<file path="src/rtl/river_crossing_fsm.sv">
// Missionaries-and-cannibals river crossing referee: validates boat moves, tracks both banks and the outcome.
// Optional build macro RC_STRICT_REJECT_EN: when defined, unsafe moves are rejected instead of ending the game as LOST.
module river_crossing_fsm #(
   parameter int N   = 3,
   parameter int CAP = 2,
   localparam int W  = $clog2(N + 1)
) (
   input  logic         clk,
   input  logic         reset,
   input  logic         restart,
   input  logic         move_valid,
   input  logic [W-1:0] move_m,
   input  logic [W-1:0] move_c,
   output logic         move_ready,
   output logic         move_accept,
   output logic         move_reject,
   output logic [W-1:0] missionary_left,
   output logic [W-1:0] cannibal_left,
   output logic         boat_side,
   output logic [1:0]   state,
   output logic [7:0]   move_count
);

   localparam logic [1:0]   ST_PLAY = 2'b00;
   localparam logic [1:0]   ST_WON  = 2'b01;
   localparam logic [1:0]   ST_LOST = 2'b10;
   localparam logic [W-1:0] N_W     = W'(N);
   localparam logic [W:0]   CAP_W   = (W + 1)'(CAP);

   logic [W-1:0] m_left_r;
   logic [W-1:0] c_left_r;
   logic         boat_r;
   logic [1:0]   state_r;
   logic [7:0]   count_r;
   logic         accept_r;
   logic         reject_r;

   logic [W-1:0] src_m_s;
   logic [W-1:0] src_c_s;
   logic [W-1:0] new_m_s;
   logic [W-1:0] new_c_s;
   logic [W:0]   sum_s;
   logic         form_bad_s;
   logic         supply_bad_s;
   logic         unsafe_s;
   logic         win_s;
   logic         take_s;

   // A bank is lost when its missionaries are present but outnumbered.
   function automatic logic bank_unsafe(input logic [W-1:0] m, input logic [W-1:0] c);
      return (m != {W{1'b0}}) && (c > m);
   endfunction

   // Evaluate the requested move against the current position.
   always_comb begin
      src_m_s = m_left_r;
      src_c_s = c_left_r;
      new_m_s = m_left_r;
      new_c_s = c_left_r;
      if (boat_r) begin
         src_m_s = N_W - m_left_r;
         src_c_s = N_W - c_left_r;
         new_m_s = m_left_r + move_m;
         new_c_s = c_left_r + move_c;
      end else begin
         new_m_s = m_left_r - move_m;
         new_c_s = c_left_r - move_c;
      end
      sum_s        = {1'b0, move_m} + {1'b0, move_c};
      form_bad_s   = (sum_s == {(W + 1){1'b0}}) || (sum_s > CAP_W);
      supply_bad_s = (move_m > src_m_s) || (move_c > src_c_s);
      unsafe_s     = bank_unsafe(new_m_s, new_c_s) ||
                     bank_unsafe(N_W - new_m_s, N_W - new_c_s);
      win_s        = !boat_r && (new_m_s == {W{1'b0}}) && (new_c_s == {W{1'b0}});
      take_s       = move_valid && (state_r == ST_PLAY);
   end

   // Game position, outcome and one-cycle result pulses.
   always_ff @(posedge clk) begin
      if (reset || restart) begin
         m_left_r <= N_W;
         c_left_r <= N_W;
         boat_r   <= 1'b0;
         state_r  <= ST_PLAY;
         count_r  <= 8'd0;
         accept_r <= 1'b0;
         reject_r <= 1'b0;
      end else begin
         accept_r <= 1'b0;
         reject_r <= 1'b0;
         if (take_s) begin
`ifdef RC_STRICT_REJECT_EN
            if (form_bad_s || supply_bad_s || unsafe_s) begin
`else
            if (form_bad_s || supply_bad_s) begin
`endif
               reject_r <= 1'b1;
            end else begin
               accept_r <= 1'b1;
               m_left_r <= new_m_s;
               c_left_r <= new_c_s;
               boat_r   <= ~boat_r;
               if (count_r != 8'hFF) begin
                  count_r <= count_r + 8'd1;
               end else begin
                  count_r <= count_r;
               end
               case (1'b1)
                  unsafe_s: state_r <= ST_LOST;
                  win_s:    state_r <= ST_WON;
                  default:  state_r <= ST_PLAY;
               endcase
            end
         end else begin
            state_r <= state_r;
         end
      end
   end

   assign move_ready      = (state_r == ST_PLAY);
   assign move_accept     = accept_r;
   assign move_reject     = reject_r;
   assign missionary_left = m_left_r;
   assign cannibal_left   = c_left_r;
   assign boat_side       = boat_r;
   assign state           = state_r;
   assign move_count      = count_r;

endmodule

</file>
<file path="config.mk">
export PLATFORM = sky130hd
export DESIGN_NAME = river_crossing_fsm
export DESIGN_NICKNAME = d
export VERILOG_FILES = /design/src/rtl/river_crossing_fsm.sv
export SDC_FILE = /design/constraint.sdc
export NUM_CORES = 1
export LEC_CHECK = 0
export ABC_AREA = 0
export CORE_ASPECT_RATIO = 0.7
export CORE_MARGIN = 2
export CORE_UTILIZATION = 45
export DETAILED_ROUTE_END_ITERATION = 10
export PLACE_DENSITY = 0.73
export SLEW_MARGIN = 20
export SYNTH_ARGS = -nofsm -noshare
export SYNTH_HDL_FRONTEND = slang
export SYNTH_SLANG_ARGS = --single-unit
</file>
<file path="constraint.sdc">
create_clock -name clk -period 2.5 [get_ports clk]
set_input_delay 0.375 -clock clk [delete_from_list [all_inputs] [get_ports clk]]
set_output_delay 0.375 -clock clk [all_outputs]
set_load 0.02 [all_outputs]
</file>
==> flow_summary.yaml, run 1 <==
route:
  num_vias: 1103
  routed_wl_mm: 2.87
  wl_met2_mm: 1.30
  drc: 0
  wl_met1_mm: 1.39
  avgRoutedWirePerCell_um: 13.7
  vias_per_cell: 5.28
  top_layer_used: "met4"
  antenna_left: 0
  drt-pass1-iter-count: 4
  wl_met3_um: 154
  drt_iter0_drc: 70
logic_synthesis:
  yosysUniqueCellTypes: 40
  ys_seq_area_share_pct: 29.2
  ys_ff_latch: 17
  synth_fp_nets: 150
  yosys.area.top_type: "dfxtp_1"
  yosysMostFrequentCell: "dfxtp_1"
  synthTopCellsByCount: "dfxtp_1 (17), nand2_1 (15), ha_1 (11)"
  syn_inst: 130
  synth_edf_count: 0
  netlist.area_leader.share_pct: 29.2
  syn_area_um2: 1160
  synth_ff_type: "dfxtp_1"
  synthTopCellsByArea: "dfxtp_1 (29%), ha_1 (12%), nand2_1 (4.8%)"
  syn_avg_cell_area_um2: 8.95
  async_reset_ff_share_pct: 0
  synth-warning-count: 0
global_routing:
  grt_max_degree: 13
  antenna_found_initial: 0
  grt_pass1_wl_mm: 4.56
  grt_pass1_vias: 986
  groute.usage.overall_pct: 20.8
  grt_overflow_total: 0
timing:
  maxSlewHeadroom_pct: 73.1
  slew_viol_final: 0
  finalSetupViolations: 0
  period_share_pct: 96.1
  worst_hold_slack_ns: 0.511
  timing.final.hold_violations: 0
  finalWorstSetupSlack_ns: 0.0975
  rsz0062_at_grt: "false"
  worstMarginPinSlew_ns: 0.403
  setup_tns_ns: 0
  skew_ns: 0.00196
  timing.fmax_ghz: 0.416
  finalCriticalPeriod_ns: 2.40
final_layout:
  final_area_um2: 1660
  fillCellCount: 197
  area_growth_pct: 42.3
  drive_above_1_share_pct: 20.0
  final_util_pct: 67.3
  diodes: 0
  final_net_count: 196
setup_path:
  r2r-start: "boat_side$_SDFFE_PP0P_"
  critPathKind: "in -> reg"
  rr_endpoint: "state[1]$_SDFFE_PP0P_"
  crit_arrival_ns: 2.60
  reg2regPathDepth: 8
  cp_max_fo: 3
  required_ns: 2.70
  r2r_slack_ns: 0.15
  critPathLaunchType: "input port"
  end_kind: "register"
power:
  seqPwrFrac_pct: 35.4
  p_leak_nw: 0.680
  combinationalPowerShare_pct: 39.3
  cellPowerDensity_nw_per_um2: 488
  p_sw_w: 0.000250
  switching_share_pct: 31.0
  intPower_w: 0.000557
  p_clk_share_pct: 25.3
  ir_drop_uv: 237
floorplan:
  dieWidth_um: 64.8
  placementRows: 15
  die_h_um: 46.5
  start_util_pct: 47.3
  core_area_um2: 2460
  die-area_um2: 3020
  io_pins: 26
clocking:
  cts_tree: "yes"
  cts_root_buffer: "clkbuf_8"
  cts_buffers: 3
  clockBufferDepth: 2
  clock_sinks: 17
  clk_pin_slew_worst_paths_ns: 0.06
  cts_htree_levels: 1
  insertion_delay_ns: 0.25
run:
  maxCapViolCount: 0
worst_hold_path:
  hold_end: "move_count[5]$_SDFFE_PP0P_"
  hold_depth: 2
  hp-start: "move_count[5]$_SDFFE_PP0P_"
  hold_path.class: "reg -> reg"
outcome:
  outcome: "complete, no violations"
placed_design:
  post-place-ws_ns: -0.313
  gp_congestion: 0.788
  placed_cell_area_um2: 1570
  hpwl_mm: 2.24
  io_buffers: 25
## cells in the final DEF, fill, tap and decap left out, types with 3 or more instances in the layout
cell type / n
nand3_1: 4
buf_4: 19
xnor2_1: 5
inv_1: 4
xor2_1: 3
o21ai_0: 5
dfxtp_1: 16
o211ai_1: 4
clkbuf_8: 3
nor2_1: 9
or3_1: 5
nand4_1: 3
nand2_1: 15
ha_1: 9
clkdlybuf4s50_1: 23
a21oi_1: 9
## per-layer routing
layer  global-route usage [%]  vias to the layer above
met2                     33.4                       24
met3                     5.87                        5
met5                        0                        -
met4                     5.11                        0
li1                         -                      565
met1                     27.9                      509
## cell families (layout without fill, tap and decap cells)
kind of cell,Yosys count,in the layout,synth area share [%]
and+or+nand+nor,50,50,23.1
AOI/OAI and AO/OA,29,29,16.7
DFF,17,17,29.2
adders and majority gates,12,12,13.5
xor gates and xnor gates,12,12,12.3
buffers and inverters,8,53,3.44
muxes,2,2,1.72
## worst max-delay path: stages
cell and delay (ns):
clkdlybuf4s50_1 0.51, buf_4 0.15, xor3_2 0.46, ha_4 0.29, or2b_1 0.25, a32o_1 0.27, a21oi_2 0.13, a32o_1 0.17
## stage by stage
stage	total power (W)	instances
6_report	0.000807	209
5_1_grt	0.000853	209
4_1_cts	0.000798	209
3_5_place_dp	0.000586	204
3_3_place_gp	0.000575	204
2_1_floorplan	0.000470	130
## how the worst max path moves through the flow
stage,endpoint,startpoint
2_1_floorplan,state[1]$_SDFFE_PP0P_,missionary_left[0]$_SDFFE_PP1P_
3_3_place_gp,state[1]$_SDFFE_PP0P_,move_m[0]
3_5_place_dp,state[1]$_SDFFE_PP0P_,move_m[0]
4_1_cts,state[1]$_SDFFE_PP0P_,move_c[0]
5_1_grt,move_count[6]$_SDFFE_PP0P_,move_c[1]
6_report,state[1]$_SDFFE_PP0P_,move_m[1]
## power by group through the flow
| stage | clock network, W | registers [W] | logic, W |
|---|---|---|---|
| final | 0.000205 | 0.000286 | 0.000317 |
| after global routing | 0.000216 | 0.000287 | 0.000350 |
| after CTS | 0.000210 | 0.000286 | 0.000303 |
| after detailed placement | 0 | 0.000291 | 0.000295 |
| after global placement | 0 | 0.000291 | 0.000284 |
| after floorplan | 0 | 0.000296 | 0.000174 |
## what timing repair did
action / CTS / global route
endpoints found under the setup margin: 7 / 7
hold buffers: 0 / 0
setup buffers: 1 / 0
pin swaps: 0 / 5
resized for setup: 3 / 4
gates cloned: 0 / 0
## area by class of cell
type / count / area (um^2) / share of cell area (%)
Multi-Input combinational cell: 105 / 806 / 48.7
Timing Repair Buffer: 45 / 405 / 24.5
Sequential cell: 17 / 342 / 20.6
Clock buffer: 4 / 45.0 / 2.72
Tap cell: 34 / 42.5 / 2.57
Inverter: 4 / 15.0 / 0.907
## sequential cells by signal, summed over array words and instances, names as in the netlist
register,flops
move_accept,1
move_count,8
boat_side,1
state,2
move_reject,1
missionary_left,2
cannibal_left,2
Note: power is estimated with default switching activity, not from simulation.
==> run 2, diff against run 1 <==
Settings changed: CORE_MARGIN 2 to 5.
==> run 2 against run 1 <==
  * Hold slack worse by 0.0014 ns
  * Core utilization down 0.61 points
  * Final area decreased by 0.15%
  * Register-to-register slack worse by 0.02 ns
  * Sequential cell count unchanged
  * Die area grew 23%
  * Critical path depth is 1 higher
  * First-iteration DRC count shrank 16%
  * Critical path type is now reg -> reg
  * Final cell count stayed put
  * Routed wire length increased by 0.91%
  * Fmax is 1.2% higher
==> flow_summary.yaml, run 2 (same netlist as run 1, synthesis figures left out) <==
outcome:
  outcome: "complete, no violations"
setup_path:
  path_depth: 9
  startpoint: "cannibal_left[0]$_SDFFE_PP1P_"
  slowest_delay_ns: 0.41
  r2r-start: "cannibal_left[0]$_SDFFE_PP1P_"
  cp_num_buf_inv: 0
  rr_endpoint: "state[1]$_SDFFE_PP0P_"
  crit_path_cell_trace: "ha_1 -> xnor3_1 -> xnor2_2 -> ha_1 -> or2b_1 -> nor2_1 -> mux2i_1 -> nand3_1 -> a32o_1"
  critPathKind: "reg -> reg"
  required_ns: 2.65
  critPathLaunchType: "register"
  end_kind: "register"
  cp_common_cell: "ha_1"
  r2r_slack_ns: 0.13
  reg2regPathDepth: 9
  crit_arrival_ns: 2.52
  path_delay_family: "XOR/XNOR gates"
  endpoint: "state[1]$_SDFFE_PP0P_"
  cp_max_fo: 4
  cp_slowest_cell: "dfxtp_1"
timing:
  slew_viol_final: 0
  finalCriticalPeriod_ns: 2.37
  timing.fmax_ghz: 0.421
  maxSlewHeadroom_pct: 76.9
  rsz0062_at_grt: "false"
  worstMarginPinSlew_ns: 0.346
  period_share_pct: 95.0
  timing.final.hold_violations: 0
  finalWorstSetupSlack_ns: 0.126
  setup_tns_ns: 0
  skew_ns: 0.00318
  finalSetupViolations: 0
power:
  cellPowerDensity_nw_per_um2: 485
  p_leak_nw: 0.700
  ir_drop_uv: 261
final_layout:
  area_growth_pct: 42.0
  final_net_count: 196
  layout_common_cells: "clkdlybuf4s50_1 (21), buf_4 (19), dfxtp_1 (16)"
  drive_above_1_share_pct: 20.6
  fillCellCount: 214
  mostFrequentLayoutCell: "clkdlybuf4s50_1"
  diodes: 0
  largest_register_ffs: 8
global_routing:
  grt_overflow_total: 0
  grt_pass1_vias: 1036
  grt_max_degree: 11
  groute.usage.overall_pct: 16.6
  grt_pass1_wl_mm: 4.89
  antenna_found_initial: 0
placed_design:
  gp_congestion: 0.846
  post-place-ws_ns: -0.324
  io_buffers: 25
  hpwl_mm: 2.30
clocking:
  cts_tree: "yes"
  clockBufferDepth: 2
  insertion_delay_ns: 0.25
  clock_sinks: 17
  cts_root_buffer: "clkbuf_8"
  clk_pin_slew_worst_paths_ns: 0.07
  cts_htree_levels: 1
  cts_buffers: 3
worst_hold_path:
  hold_path.class: "reg -> reg"
route:
  drc: 0
  routed_wl_mm: 2.89
  num_vias: 1136
  drt_iter0_drc: 59
  avgRoutedWirePerCell_um: 13.8
  drt-pass1-iter-count: 4
  vias_per_cell: 5.44
  antenna_left: 0
floorplan:
  core_area_um2: 2480
  io_pins: 26
  start_util_pct: 47.0
  die-area_um2: 3720
  die_h_um: 52.5
  dieWidth_um: 70.8
  placementRows: 15
run:
  maxCapViolCount: 0
## run 2: worst reg2reg max path, stage by stage, from the launching register on
cell and delay [ns]:
dfxtp_1 0.41, ha_1 0.20, xnor3_1 0.36, xnor2_2 0.21, ha_1 0.29, or2b_1 0.18, nor2_1 0.04, mux2i_1 0.21
nand3_1 0.11, a32o_1 0.26
## run 2: worst min path at each step
stage / slack (ns) / end / startpoint / cells after the start
global route: 0.56 / move_count[7]$_SDFFE_PP0P_ / move_count[7]$_SDFFE_PP0P_ / 2
detailed placement: 0.50 / move_count[5]$_SDFFE_PP0P_ / move_count[5]$_SDFFE_PP0P_ / 2
global placement: 0.49 / move_count[5]$_SDFFE_PP0P_ / move_count[5]$_SDFFE_PP0P_ / 2
finish: 0.51 / move_count[5]$_SDFFE_PP0P_ / move_count[5]$_SDFFE_PP0P_ / 2
floorplan: 0.56 / cannibal_left[1]$_SDFFE_PP1P_ / reset / 2
CTS: 0.51 / move_count[4]$_SDFFE_PP0P_ / move_count[4]$_SDFFE_PP0P_ / 2
## run 2: cell type report
cell class / instances / area (um^2) / area share [%]
Multi-Input combinational cell: 105 / 797 / 48.2
Timing Repair Buffer: 45 / 410 / 24.8
Sequential cell: 17 / 342 / 20.7
Tap cell: 34 / 42.5 / 2.57
Clock buffer: 3 / 41.3 / 2.50
Inverter: 4 / 15.0 / 0.908
Clock inverter: 1 / 5.00 / 0.303
## run 2: repair_timing
action                     in CTS  in global routing
pin swaps                       0                  2
setup endpoints to repair       3                 11
hold buffers                    0                  0
gates cloned                    0                  0
buffers inserted                1                  0
resized for setup               3                  6
## run 2: per-layer routing
metal | track usage [%] | part of all wire [%] | wire (um)
met3 | 4.41 | 6.9 | 200
met4 | 1.88 | 0.21 | 6
met2 | 26.5 | 44 | 1270
met1 | 23.3 | 49 | 1420
met5 | 0 | 0 | 0
## run 2: through the flow
stage	hold WS (ns)	total power, W	utilization, %	area [um^2]	cells
after CTS	0.512	0.000803	66.1	1640	209
after detailed placement	0.501	0.000589	63.5	1570	204
after floorplan	0.562	0.000470	-	1160	130
after global placement	0.487	0.000578	63.5	1570	204
after global routing	0.560	0.000854	66.7	1650	209
final	0.510	0.000802	66.7	1650	209
## run 2: power breakdown
group	switching [W]	internal [W]	total, W
logic	0.000147	0.000161	0.000308
registers	0.00000858	0.000277	0.000286
clock network	0.0000977	0.000111	0.000208
total	0.000254	0.000549	0.000802
